==> config.mk <==
export PLATFORM = sky130hd
export DESIGN_NAME = rect_fill_engine
export DESIGN_NICKNAME = d
export VERILOG_FILES = /design/src/rtl/rect_fill_engine.sv
export SDC_FILE = /design/constraint.sdc
export NUM_CORES = 1
export LEC_CHECK = 0
export BUFFER_PORTS_ARGS = -buffer_cell sky130_fd_sc_hd__buf_2
export CAP_MARGIN = 5
export CORE_MARGIN = 8
export CORE_UTILIZATION = 48
export CTS_CLUSTER_DIAMETER = 60
export DETAILED_ROUTE_END_ITERATION = 12
export PLACE_DENSITY = 0.74
export SYNTH_ARGS = -nofsm -noshare
export SYNTH_HDL_FRONTEND = slang
export SYNTH_SLANG_ARGS = --single-unit
==> constraint.sdc <==
create_clock -name i_clk -period 4.8 [get_ports i_clk]
set_input_delay 0.24 -clock i_clk [delete_from_list [all_inputs] [get_ports i_clk]]
set_output_delay 0.24 -clock i_clk [all_outputs]
set_load 0.02 [all_outputs]
==> src/rtl/rect_fill_engine.sv <==
// rect_fill_engine: rasterises clipped rectangle-fill commands into one framebuffer write per clock
// Ports: i_clk/i_reset_n clock and async active-low reset;
//   i_cmd_valid/o_cmd_ready command handshake, with fields i_cmd_x/y/w/h/color/flush;
//   o_wdata/o_waddr/o_we carry the pixel write port, o_flush is the buffer-swap pulse;
//   o_busy is high whenever the engine is not idle, o_done pulses when a command retires.
module rect_fill_engine #(
  parameter int H_RES   = 320,
  parameter int V_RES   = 240,
  parameter int ADDR_W  = 17,
  parameter int COLOR_W = 3
) (
  input  logic               i_clk,
  input  logic               i_reset_n,
  input  logic               i_cmd_valid,
  output logic               o_cmd_ready,
  input  logic [8:0]         i_cmd_x,
  input  logic [7:0]         i_cmd_y,
  input  logic [8:0]         i_cmd_w,
  input  logic [7:0]         i_cmd_h,
  input  logic [COLOR_W-1:0] i_cmd_color,
  input  logic               i_cmd_flush,
  output logic [COLOR_W-1:0] o_wdata,
  output logic [ADDR_W-1:0]  o_waddr,
  output logic               o_we,
  output logic               o_flush,
  output logic               o_busy,
  output logic               o_done
);
  localparam logic [1:0] IDLE  = 2'd0;
  localparam logic [1:0] DRAW  = 2'd1;
  localparam logic [1:0] FLUSH = 2'd2;
  localparam logic [1:0] DONE  = 2'd3;
  logic [1:0]        state, state_n;
  logic              rdy, fl, accept, empty, col_last, row_last;
  logic [8:0]        x0, col;
  logic [7:0]        row;
  logic [9:0]        cx1, cy1, ex, ey;
  logic [ADDR_W-1:0] row_base, base;
  assign accept      = i_cmd_valid & rdy;
  assign o_cmd_ready = rdy;
  assign o_we        = state == DRAW;
  assign o_flush     = state == FLUSH;
  assign o_done      = state == DONE;
  assign o_busy      = state != IDLE;
  // 10-bit sums cannot wrap: 511+511 and 255+255 both fit
  assign ex       = {1'b0, i_cmd_x} + {1'b0, i_cmd_w};
  assign ey       = {2'b0, i_cmd_y} + {2'b0, i_cmd_h};
  assign empty    = i_cmd_w == 9'd0 || i_cmd_h == 8'd0 ||
                    {1'b0, i_cmd_x} >= 10'(H_RES) || {2'b0, i_cmd_y} >= 10'(V_RES);
  // constant multiply only at acceptance; per-pixel stepping is add-only
  assign base     = ADDR_W'(i_cmd_y) * ADDR_W'(H_RES);
  assign col_last = {1'b0, col} + 10'd1 == cx1;
  assign row_last = {2'b0, row} + 10'd1 == cy1;
  always_comb begin
    state_n = state;
    if (state == IDLE)
      state_n = !accept ? IDLE : !empty ? DRAW : i_cmd_flush ? FLUSH : DONE;
    else if (state == DRAW)
      state_n = !(col_last && row_last) ? DRAW : fl ? FLUSH : DONE;
    else
      state_n = state == FLUSH ? DONE : IDLE;
  end
  always_ff @(posedge i_clk or negedge i_reset_n) begin
    if (!i_reset_n) begin
      state    <= IDLE;
      rdy      <= 1'b0;
      fl       <= 1'b0;
      x0       <= '0;
      col      <= '0;
      row      <= '0;
      cx1      <= '0;
      cy1      <= '0;
      row_base <= '0;
      o_waddr  <= '0;
      o_wdata  <= '0;
    end else begin
      state <= state_n;
      rdy   <= state_n == IDLE;
      if (accept) begin
        x0       <= i_cmd_x;
        col      <= i_cmd_x;
        row      <= i_cmd_y;
        cx1      <= ex > 10'(H_RES) ? 10'(H_RES) : ex;
        cy1      <= ey > 10'(V_RES) ? 10'(V_RES) : ey;
        fl       <= i_cmd_flush;
        row_base <= base;
        // empty commands leave the write port untouched so it keeps its last value
        if (!empty) begin
          o_waddr <= base + ADDR_W'(i_cmd_x);
          o_wdata <= i_cmd_color;
        end
      end else if (state == DRAW && !col_last) begin
        col     <= col + 9'd1;
        o_waddr <= o_waddr + ADDR_W'(1);
      end else if (state == DRAW && !row_last) begin
        col      <= x0;
        row      <= row + 8'd1;
        row_base <= row_base + ADDR_W'(H_RES);
        o_waddr  <= row_base + ADDR_W'(H_RES) + ADDR_W'(x0);
      end
    end
  end
endmodule

==> qor.yml, run 1 <==
detailed_routing:
  wl_per_cell_microns: 16.5
  drtIter0Drc: 453
  remaining_drc_errors: 0
  drt.antenna.violating_nets: 0
  routed_wl_microns: 15600
  vias_per_cell: 5.68
  via_count: 5359
  drtPass1Iterations: 5
cells_and_area:
  layout-drive-gt1-share: 0.154
  fill_cells: 1232
  postLayoutCellArea_sq_mm: 0.00710
  syn_to_final_growth_pct: 11.2
  seq_area_sq_mm: 0.00200
  nets: 848
  multi_input_area_sq_mm: 0.00412
  diodes: 0
sta:
  setup_tns_ns: 0
  period_needed_ns: 3.12
  slew_violations: 0
  fin_crit_sh: 0.650
  max_slew_margin: 0.333
  hold_viol: 0
  fmax_mhz: 320
  setup_viol: 0
  skew_ns: 0.00942
  rsz0062_at_grt: "no"
  tightestPinTransition_ns: 1.00
global_routing:
  grt_max_degree: 81
  grt.overflow.total: 0
  grt_pass1_wl_microns: 26500
  antenna_found_initial: 0
  first_global_vias: 5262
  grt.total_usage: 0.184
placement:
  dpl_cell_area_sq_mm: 0.00679
  gp_congestion: 0.852
  dp_hpwl_microns: 11900
  io_buffers: 65
clocking:
  cts_resized: 0
  cts_buffer_depth: 2
  post_cts_buffers: 0
  clock_latency_ns: 0.34
  root_buffer: "clkbuf_16"
  clk_pin_slew_worst_paths_ns: 0.06
  postCtsHoldBufs: 0
  cts_buffers: 9
  cts_tree: "yes"
  htree_levels: 3
  cts.sinks: 80
critical_path:
  cp_slowest_cell: "or4_1"
  endpoint_kind: "flip-flop"
  rrSetupSlack_ns: 1.68
  reg2reg_to: "o_waddr[3]$_DFFE_PN0P_"
  worstPathArrival_ns: 3.35
  crit_fanout: 42
  ff2ff_path_depth: 10
  worstSetupPathType: "flip-flop to flip-flop"
  r2r_start: "col[0]$_DFFE_PN0P_"
  crit_chain: "ha_1 > nand2_1 > or4_1 > nand3_1 > a31o_1 > a31o_1 > buf_4 > nor2_1 > and3_1 > a2111oi_2"
  required_ns: 5.03
  start_kind: "flip-flop"
  path_common_cell: "a31o_1"
  cpPeakStageDelay_ns: 0.49
floorplan:
  coreArea_sq_mm: 0.0131
  start_util: 0.486
  fp-row-count: 42
  die-area_sq_mm: 0.0172
  num_io_pins: 66
  die_y_microns: 131
  die_w_microns: 131
pwr:
  p_leak_nw: 3.06
  vdd_drop_max_mv: 0.242
  power_density_mw_per_mm2: 614
synth:
  synth-edff-count: 0
  synth_warnings: 0
  syn_inst: 710
  ys_ff_latch: 80
  avgSynthCellArea_sq_um: 8.99
  synth-main-ff-cell: "dfrtp_1"
  synth-seq-area-share: 0.314
  async_reset_ff_frac: 1.00
  synth_cell_types: 78
  netlist_area_sq_mm: 0.00638
  postSynthNetCount: 795
run:
  cap_violations: 0
hold_path:
  hold_class: "input pin to asynchronous set/reset pin"
run_status:
  outcome: "finished, final reports clean"
worst max-delay path, delay by kind of cell, from the launching register on:
kind,cells,cell delay (ns)
AO/OA/AOI/OAI,3,0.60
adder cells (fa/ha/maj),1,0.28
buffers and inverters,1,0.47
flip-flops,1,0.47
AND/OR/NAND/NOR,5,1.20
metrics by stage:
stage                     power (W)  worst slack, ns   util  std cells  hold slack, ns
after floorplan             0.00316             2.26      -        710         -0.0556
after global placement      0.00360             1.84  0.517        928           0.478
after detailed placement    0.00364             1.76  0.517        928           0.475
after CTS                   0.00436             1.70  0.540        944           0.121
after global routing        0.00473             1.45  0.540        944           0.124
final                       0.00436             1.68  0.540        944          0.0747
worst max-delay path by stage:
stage,from,end,cells past startpoint
4_1_cts,col[0]$_DFFE_PN0P_,o_waddr[3]$_DFFE_PN0P_,10
3_5_place_dp,col[0]$_DFFE_PN0P_,o_waddr[3]$_DFFE_PN0P_,10
5_1_grt,col[0]$_DFFE_PN0P_,o_waddr[3]$_DFFE_PN0P_,10
2_1_floorplan,col[0]$_DFFE_PN0P_,col[2]$_DFFE_PN0P_,11
3_3_place_gp,col[0]$_DFFE_PN0P_,o_waddr[3]$_DFFE_PN0P_,10
6_report,col[0]$_DFFE_PN0P_,o_waddr[3]$_DFFE_PN0P_,10
power by group:
part	switching [W]	leakage, nW	internal [W]
sequential	0.000389	0.967	0.000993
combinational	0.00124	1.95	0.00103
clock	0.000271	0.148	0.000429
Yosys cell counts, types with 9 or more instances:
master,count,share of area
buf_6,9,0.016
xor2_1,35,0.048
inv_1,22,0.013
nor2b_1,9,0.0088
nor2_1,47,0.028
a21o_1,10,0.012
a21oi_1,37,0.029
ha_1,40,0.078
and3_1,11,0.011
xnor2_1,51,0.070
clkbuf_1,11,0.0065
nand2_1,76,0.045
nand3_1,29,0.023
o21ai_0,37,0.029
dfrtp_1,80,0.31
nor3_1,18,0.014
mux2i_1,18,0.028
placed cells by master (no fill, tap or decap), types with 5 or more instances in the layout:
| cell | instances |
|---|---|
| mux2_2 | 5 |
| nand2_1 | 75 |
| nor3_1 | 18 |
| a22o_1 | 6 |
| mux2i_1 | 18 |
| xor2_1 | 35 |
| buf_2 | 64 |
| clkbuf_16 | 9 |
| dfrtp_1 | 80 |
| o211ai_1 | 8 |
| a21o_1 | 10 |
| o21ai_0 | 37 |
| a31oi_1 | 5 |
| a21oi_1 | 37 |
| buf_4 | 6 |
| inv_1 | 22 |
| a32o_1 | 6 |
| nor2_1 | 47 |
| o21ai_1 | 5 |
| nor4_1 | 7 |
| and2_1 | 5 |
| xnor2_1 | 51 |
| nor2b_1 | 9 |
| mux2_1 | 6 |
| o21a_1 | 8 |
| nand4_1 | 7 |
| nand3_1 | 29 |
| nand3b_1 | 5 |
| and3_1 | 11 |
| ha_1 | 40 |
| o22a_1 | 5 |
registers in the layout (all words and copies together), names as in the netlist:
register,count
col,9
cx1,10
cy1,9
fl,1
o_cmd_ready,1
o_waddr,17
o_wdata,3
row,8
row_base,11
state,2
x0,9
routing by layer:
layer  GRT usage  routed length [microns]  vias up
met5           0                        0        -
met4      0.0676                      447        0
met3      0.0438                      808       29
met2       0.282                     7000      122
met1       0.246                     7340     2530
li1            -                        -     2678
kinds of logic (layout without fill, tap and decap cells):
logic type / Yosys count / in the layout / synth area share
and+or+nand+nor: 243 / 243 / 0.190
AOI/OAI and AO/OA: 175 / 175 / 0.191
xor gates and xnor gates: 87 / 87 / 0.122
DFF: 80 / 80 / 0.314
buffers and inverters: 50 / 108 / 0.0419
adders and majority gates: 44 / 44 / 0.0909
muxes: 30 / 30 / 0.0500
other: 1 / 1 / 0.000587
final cells by class:
| type | count | share of cell area |
|---|---|---|
| well taps | 176 | 0.0310 |
| clock inverters | 5 | 0.00776 |
| repair buffers | 70 | 0.0515 |
| inverters | 22 | 0.0116 |
| multi-input cells | 580 | 0.580 |
| flip-flops and latches | 80 | 0.282 |
| clock buffers | 11 | 0.0356 |
No activity file was read; power rests on OpenSTA's default activity.
==> run 2: changes to the inputs <==
- PLACE_DENSITY: 0.74 -> 0.77
- clock period: 4.8 -> 2.7 ns (I/O delays scaled with it)
==> qor.yml, run 2 (same netlist as run 1, synthesis figures left out) <==
run_status:
  outcome: "finished with violations"  # was finished, final reports clean
  violations: "negative hold slack, negative setup slack"
detailed_routing:
  drt.antenna.violating_nets: 0  # unchanged
  drtIter0Drc: 357  # was 453
  routed_wl_microns: 17100  # was 15,600 microns
  via_count: 5688  # was 5,359
  drtPass1Iterations: 5  # unchanged
  vias_per_cell: 5.77  # was 5.68
  wl_per_cell_microns: 17.4  # was 16.5 microns
  remaining_drc_errors: 0  # unchanged
pwr:
  power_frac_comb: 0.561  # was 0.522
  finalPower_w: 0.00854  # was 0.00436 W
  power_density_mw_per_mm2: 1130  # was 614 mW/mm^2
  power_switching_w: 0.00369  # was 0.00190 W
  p_sw_frac: 0.431  # was 0.437
  p_int_w: 0.00486  # was 0.00245 W
  p_clk_frac: 0.157  # was 0.161
  seqPwrFrac: 0.281  # was 0.317
  p_leak_nw: 3.29  # was 3.06 nW
  vdd_drop_max_mv: 0.463  # was 0.242 mV
clocking:
  clk_pin_slew_worst_paths_ns: 0.06  # about the same
  cts_buffer_depth: 2  # unchanged
  root_buffer: "clkbuf_16"  # unchanged
  htree_levels: 3  # unchanged
  cts_tree: "yes"  # unchanged
  postCtsHoldBufs: 0  # unchanged
  clock_latency_ns: 0.35  # was 0.34 ns
  cts.sinks: 80  # unchanged
  cts_buffers: 9  # unchanged
floorplan:
  coreArea_sq_mm: 0.0131  # unchanged
  die-area_sq_mm: 0.0172  # unchanged
  die_y_microns: 131  # unchanged
  fp-row-count: 42  # unchanged
  start_util: 0.486  # unchanged
  num_io_pins: 66  # unchanged
  die_w_microns: 131  # unchanged
cells_and_area:
  fill_cells: 1172  # was 1,232
  regMostFlops: "o_waddr"  # unchanged
  layout_common_cells: "dfrtp_1, nand2_1, buf_2"  # unchanged
  stdcell_count: 985  # was 944
  layout-drive-gt1-share: 0.211  # was 0.154
  syn_to_final_growth_pct: 18.7  # was 11.2%
  diodes: 0  # unchanged
  nets: 889  # was 848
  largest_reg_flops: 17  # unchanged
  final_common_cell: "dfrtp_1"  # unchanged
  reg_top3: "o_waddr x17, row_base x11, cx1 x10"  # unchanged
global_routing:
  grt.total_usage: 0.186  # was 0.184
  grt_busiest_layer: "met2"  # unchanged
  grt_pass1_wl_microns: 26700  # was 26,500 microns
  grt_max_degree: 81  # unchanged
  grt_use_met3: 0.0244  # was 0.0438
  antenna_found_initial: 0  # unchanged
  grt.overflow.total: 0  # unchanged
  met1_usage: 0.256  # was 0.246
  first_global_vias: 5453  # was 5,262
  met2_usage: 0.297  # was 0.282
sta:
  rsz0062_at_grt: "yes"  # was no
  fin_crit_sh: 1.02  # was 0.650
  fmax_mhz: 361  # was 320 MHz
  holdWs_ns: -0.0471  # was 0.0747 ns
  period_needed_ns: 2.77  # was 3.12 ns
  tightestPinTransition_ns: 1.01  # was 1.00 ns
  skew_ns: 0.00765  # was 0.00942 ns
  slew_violations: 0  # unchanged
  hold_viol: 62  # was 0
  worst_slack_ns: -0.0674  # was 1.68 ns
  setup_tns_ns: -0.225  # was 0 ns
  max_slew_margin: 0.323  # was 0.333
  setup_viol: 8  # was 0
critical_path:
  endpoint_kind: "flip-flop"  # unchanged
  crit_fanout: 5  # was 42
  required_ns: 2.93  # was 5.03 ns
  worstSetupPathType: "flip-flop to flip-flop"  # unchanged
  worstPathArrival_ns: 3.00  # was 3.35 ns
  start_kind: "flip-flop"  # unchanged
hold_path:
  hold_class: "input pin to asynchronous set/reset pin"  # unchanged
placement:
  gp_congestion: 0.881  # was 0.852
  placed_cells: 960  # was 928
  io_buffers: 65  # unchanged
  dp_hpwl_microns: 12400  # was 11,900 microns
run:
  cap_violations: 0  # unchanged
[run 2: cell count changes in the layout (fill, tap and decap cells not counted), moves of 2 or more]
cell,before,now
buf_12,0,2
nor2_4,0,2
buf_4,6,41
clkbuf_16,9,11
dfrtp_2,0,2
o21ai_0,37,34
dfrtp_1,80,78
o21ai_1,5,8
ha_1,40,38
[run 2: worst paths after layout]
kind | startpoint | end | slack, ns | depth (start not counted)
worst max-delay path | row[1]$_DFFE_PN0P_ | o_waddr[1]$_DFFE_PN0P_ | -0.07 | 8
worst min register to register | o_wdata[2]$_DFFE_PN0P_ | o_wdata[2]$_DFFE_PN0P_ | 0.51 | 1
max in group asynchronous | i_reset_n | row[1]$_DFFE_PN0P_ | 2.02 | 1
worst max register to register | row[1]$_DFFE_PN0P_ | o_waddr[1]$_DFFE_PN0P_ | -0.07 | 8
worst min-delay path | i_reset_n | o_waddr[0]$_DFFE_PN0P_ | -0.05 | 1
min in group i_clk | i_cmd_color[1] | o_wdata[1]$_DFFE_PN0P_ | 0.02 | 2
[run 2: timing repair]
action                     CTS  global route
setup buffers                0             7
setup endpoints to repair   11            32
pin swaps                    2             6
gates resized for setup      4            21
gates cloned                 0             2
[run 2: power by group through the flow]
stage / Sequential (W) / Clock (W) / Combinational (W)
3_3_place_gp: 0.00236 / 0 / 0.00434
2_1_floorplan: 0.00243 / 0 / 0.00319
5_1_grt: 0.00248 / 0.00139 / 0.00523
6_report: 0.00240 / 0.00134 / 0.00480
4_1_cts: 0.00238 / 0.00135 / 0.00448
3_5_place_dp: 0.00239 / 0 / 0.00443
[run 2: area by class of cell]
cell class,instances,area (sq um),area share
sequential,80,2000,0.265
multi-input combinational,580,4210,0.556
tap,176,220,0.0291
clock inverter,5,80.1,0.0106
inverter,22,82.6,0.0109
clock buffer,11,243,0.0320
timing repair buffer,111,731,0.0965
[run 2: critical path, cell delays in order (launching register included)]
cell	delay, ns
dfrtp_2	0.45
nand3_2	0.12
o21a_1	0.21
or3_4	0.40
a2111oi_4	0.48
nand4_4	0.26
a31o_4	0.33
buf_12	0.13
mux2_4	0.28
[run 2: metal layers]
layer	routed length (microns)	share of wire	vias to the layer above
li1	-	-	2763
met1	8000	0.47	2718
met2	7940	0.46	186
met3	916	0.054	21
met4	237	0.014	0
met5	0	0	-
[run 2: metrics by stage]
stage                     hold WS (ns)  area (sq um)   util  setup slack (ns)
after global placement           0.366          7040  0.536          -0.00194
after detailed placement         0.372          7040  0.536           -0.0383
after floorplan                 -0.161          6380      -             0.157
after global routing            0.0224          7570  0.577            -0.129
final                          -0.0471          7570  0.577           -0.0674
after CTS                      0.00948          7370  0.561           0.00869
==> run 3: changes to the inputs <==
- ABC_AREA: not set -> 1
- PLACE_DENSITY: 0.77 -> 0.76
==> qor.yml, run 3 <==
run_status:
  outcome: "finished, final reports clean"  # was finished with violations
critical_path:
  worst-path-buf-inv: 2  # was 1
  cpPeakStageDelay_ns: 0.42  # was 0.48 ns
  r2r_start: "row[0]$_DFFE_PN0P_"  # was row[1]$_DFFE_PN0P_
  path_common_cell: "nand2_1"
  cp-endpoint: "o_waddr[3]$_DFFE_PN0P_"  # was o_waddr[1]$_DFFE_PN0P_
  crit_family: "simple AND/OR/NAND/NOR gates"  # was compound AO/OA/AOI/OAI gates
  cp.depth: 15  # was 8
  required_ns: 2.93  # about the same
  worstPathArrival_ns: 2.71  # was 3.00 ns
  crit_fanout: 13  # was 5
  cp_slowest_cell: "dfrtp_1"  # was a2111oi_4
  ff2ff_path_depth: 15  # was 8
  crit_chain: "ha_1 > nand2_1 > nor2_1 > nand3_1 > nand2_1 > nand2_1 > nand2_1 > nand4_1 > nand2_2 > nand3_4 > nand2_4 > buf_4 > nand2_1 > nand2_1 > inv_1"  # was nand3_2 > o21a_1 > or3_4 > a2111oi_4 > nand4_4 > a31o_4 > buf_12 > mux2_4
  crit_start: "row[0]$_DFFE_PN0P_"  # was row[1]$_DFFE_PN0P_
  start_kind: "flip-flop"  # unchanged
  endpoint_kind: "flip-flop"  # unchanged
  reg2reg_to: "o_waddr[3]$_DFFE_PN0P_"  # was o_waddr[1]$_DFFE_PN0P_
  rrSetupSlack_ns: 0.22  # was -0.07 ns
  worstSetupPathType: "flip-flop to flip-flop"  # unchanged
sta:
  max_slew_margin: 0.620  # was 0.323
  fmax_mhz: 403  # was 361 MHz
  setup_tns_ns: 0  # was -0.225 ns
  fin_crit_sh: 0.919  # was 1.02
  setup_viol: 0  # was 8
  period_needed_ns: 2.48  # was 2.77 ns
  slew_violations: 0  # unchanged
  tightestPinTransition_ns: 0.570  # was 1.01 ns
  skew_ns: 0.00351  # was 0.00765 ns
  worst_slack_ns: 0.218  # was -0.0674 ns
  hold_viol: 0  # was 62
cells_and_area:
  layout_common_cells: "nand2_1, inv_1, nand3_1"  # was dfrtp_1, nand2_1, buf_2
  syn_to_final_growth_pct: 12.9  # was 18.7%
  reg_top3: "o_waddr x17, row_base x11, cx1 x10"  # unchanged
  diodes: 0  # unchanged
  fill_cells: 1352  # was 1,172
  largest_reg_flops: 17  # unchanged
  layout-drive-gt1-share: 0.112  # was 0.211
  final_common_cell: "nand2_1"  # was dfrtp_1
  regMostFlops: "o_waddr"  # unchanged
  nets: 1186  # was 889
floorplan:
  die_w_microns: 135  # was 131 microns
  die-area_sq_mm: 0.0182  # was 0.0172 sq mm
  die_y_microns: 135  # was 131 microns
  start_util: 0.490  # was 0.486
  fp-row-count: 43  # was 42
  coreArea_sq_mm: 0.0138  # was 0.0131 sq mm
  num_io_pins: 66  # unchanged
synth:
  netlist_area_sq_mm: 0.00678  # was 0.00638 sq mm
  synth_area_leader_cell: "dfrtp_1"  # unchanged
  synth-seq-area-share: 0.295  # was 0.314
  synth-main-ff-cell: "dfrtp_1"  # unchanged
  synth_warnings: 0  # unchanged
  async_reset_ff_frac: 1.00  # unchanged
  yosysTopAreaCellShare: 0.295  # was 0.314
  avgSynthCellArea_sq_um: 6.55  # was 8.99 sq um
  synthTopCellsByArea: "dfrtp_1, nand2_1, nand3_1"  # was dfrtp_1, ha_1, xnor2_1
  ys_ff_latch: 80  # unchanged
  synthTopCellsByCount: "nand2_1, inv_1, nand3_1"  # was dfrtp_1, nand2_1, xnor2_1
  synth-edff-count: 0  # unchanged
  synth_most_common_cell: "nand2_1"  # was dfrtp_1
  syn_inst: 1035  # was 710
  synth_cell_types: 41  # was 78
  postSynthNetCount: 1120  # was 795
clocking:
  clock_latency_ns: 0.34  # was 0.35 ns
  clk_pin_slew_worst_paths_ns: 0.06  # about the same
  cts.sinks: 80  # unchanged
  root_buffer: "clkbuf_16"  # unchanged
  cts_tree: "yes"  # unchanged
  htree_levels: 3  # unchanged
  cts_buffers: 9  # unchanged
  cts_buffer_depth: 2  # unchanged
placement:
  dp_slack_ns: 0.108  # was -0.0383 ns
  io_buffers: 65  # unchanged
  dp_hpwl_microns: 13800  # was 12,400 microns
  gp_congestion: 0.922  # was 0.881
run:
  cap_violations: 0  # unchanged
global_routing:
  grt_pass1_wl_microns: 30100  # was 26,700 microns
  grt.overflow.total: 0  # unchanged
  antenna_found_initial: 0  # unchanged
  grt_max_degree: 47  # was 81
  first_global_vias: 6353  # was 5,453
  grt.total_usage: 0.202  # was 0.186
detailed_routing:
  wl_per_cell_microns: 13.9  # was 17.4 microns
  routed_wl_microns: 17800  # was 17,100 microns
  vias_per_cell: 5.27  # was 5.77
  remaining_drc_errors: 0  # unchanged
  drt.antenna.violating_nets: 0  # unchanged
  via_count: 6767  # was 5,688
  drtIter0Drc: 486  # was 357
  drtPass1Iterations: 5  # unchanged
hold_path:
  hold_class: "input pin to flip-flop"  # was input pin to asynchronous set/reset pin
pwr:
  vdd_drop_max_mv: 0.695  # was 0.463 mV
  p_leak_nw: 4.13  # was 3.29 nW
  power_density_mw_per_mm2: 1110  # was 1130 mW/mm^2
-- run 3: changes by cell type after synthesis, sizes merged, moves of 11 or more --
cell,change
a21oi,-16
and3,-12
inv,+96
mux2i,-18
nand2,+317
nand3,+78
nand4,+11
nor2,+11
o21ai,+16
xnor2,-35
-- run 3: worst min path at each step --
stage	startpoint	to	slack (ns)	cells past startpoint
final	i_cmd_color[1]	o_wdata[1]$_DFFE_PN0P_	0.03	2
after global routing	i_cmd_color[2]	o_wdata[2]$_DFFE_PN0P_	0.02	2
after CTS	i_cmd_color[2]	o_wdata[2]$_DFFE_PN0P_	0.02	2
after detailed placement	i_reset_n	row[2]$_DFFE_PN0P_	0.17	1
after global placement	i_reset_n	o_waddr[16]$_DFFE_PN0P_	0.17	1
after floorplan	i_reset_n	col[0]$_DFFE_PN0P_	-0.16	0
-- run 3: repair_timing --
action | 4_1_cts | 5_1_grt
endpoints found under the hold margin | 38 | 0
gates resized for setup | 0 | 11
setup endpoints to repair | 0 | 33
hold buffers | 1 | 0
buffers inserted | 0 | 1
-- run 3: per-stage QoR --
stage / instance area (sq um) / power, W / hold WS [ns] / instances / util
2_1_floorplan: 6780 / 0.00596 / -0.161 / 1035 / -
3_3_place_gp: 7320 / 0.00706 / 0.169 / 1268 / 0.529
3_5_place_dp: 7320 / 0.00713 / 0.170 / 1268 / 0.529
4_1_cts: 7600 / 0.00834 / 0.0165 / 1283 / 0.550
5_1_grt: 7650 / 0.00929 / 0.0216 / 1284 / 0.553
6_report: 7650 / 0.00847 / 0.0255 / 1284 / 0.553
-- run 3: cells by family after synthesis --
| kind of cell | share of synthesized area |
|---|---|
| AOI/OAI and AO/OA | 0.0742 |
| buffers and inverters | 0.0862 |
| muxes | 0.00498 |
| and+or+nand+nor | 0.393 |
| xor gates and xnor gates | 0.0595 |
| DFF | 0.295 |
| adders and majority gates | 0.0857 |
| other | 0.000553 |
-- run 3: layout make-up --
class                           count  area (sq um)  area share
Tap cell                          180           225      0.0294
Multi-Input combinational cell    811          4240       0.554
Sequential cell                    80          2000       0.262
Inverter                          118           448      0.0586
Clock buffer                       14           274      0.0358
Timing Repair Buffer               81           463      0.0605
-- run 3: worst reg2reg max path: cells and delay by family (launching register included) --
kind	cells	cell delay, ns
adder cells (fa/ha/maj)	1	0.20
AND/OR/NAND/NOR	12	1.57
buffers and inverters	2	0.18
flip-flops	1	0.42
-- run 3: metal layers --
layer	track usage	vias up	wire (microns)
met5	0	-	0
met4	0.0487	0	218
met3	0.0446	17	1200
met2	0.312	206	7800
met1	0.279	3082	8580
li1	-	3462	-
-- run 3: power by group --
group          switching, W  internal, W
sequential         0.000554      0.00178
clock              0.000471     0.000689
combinational       0.00321      0.00177
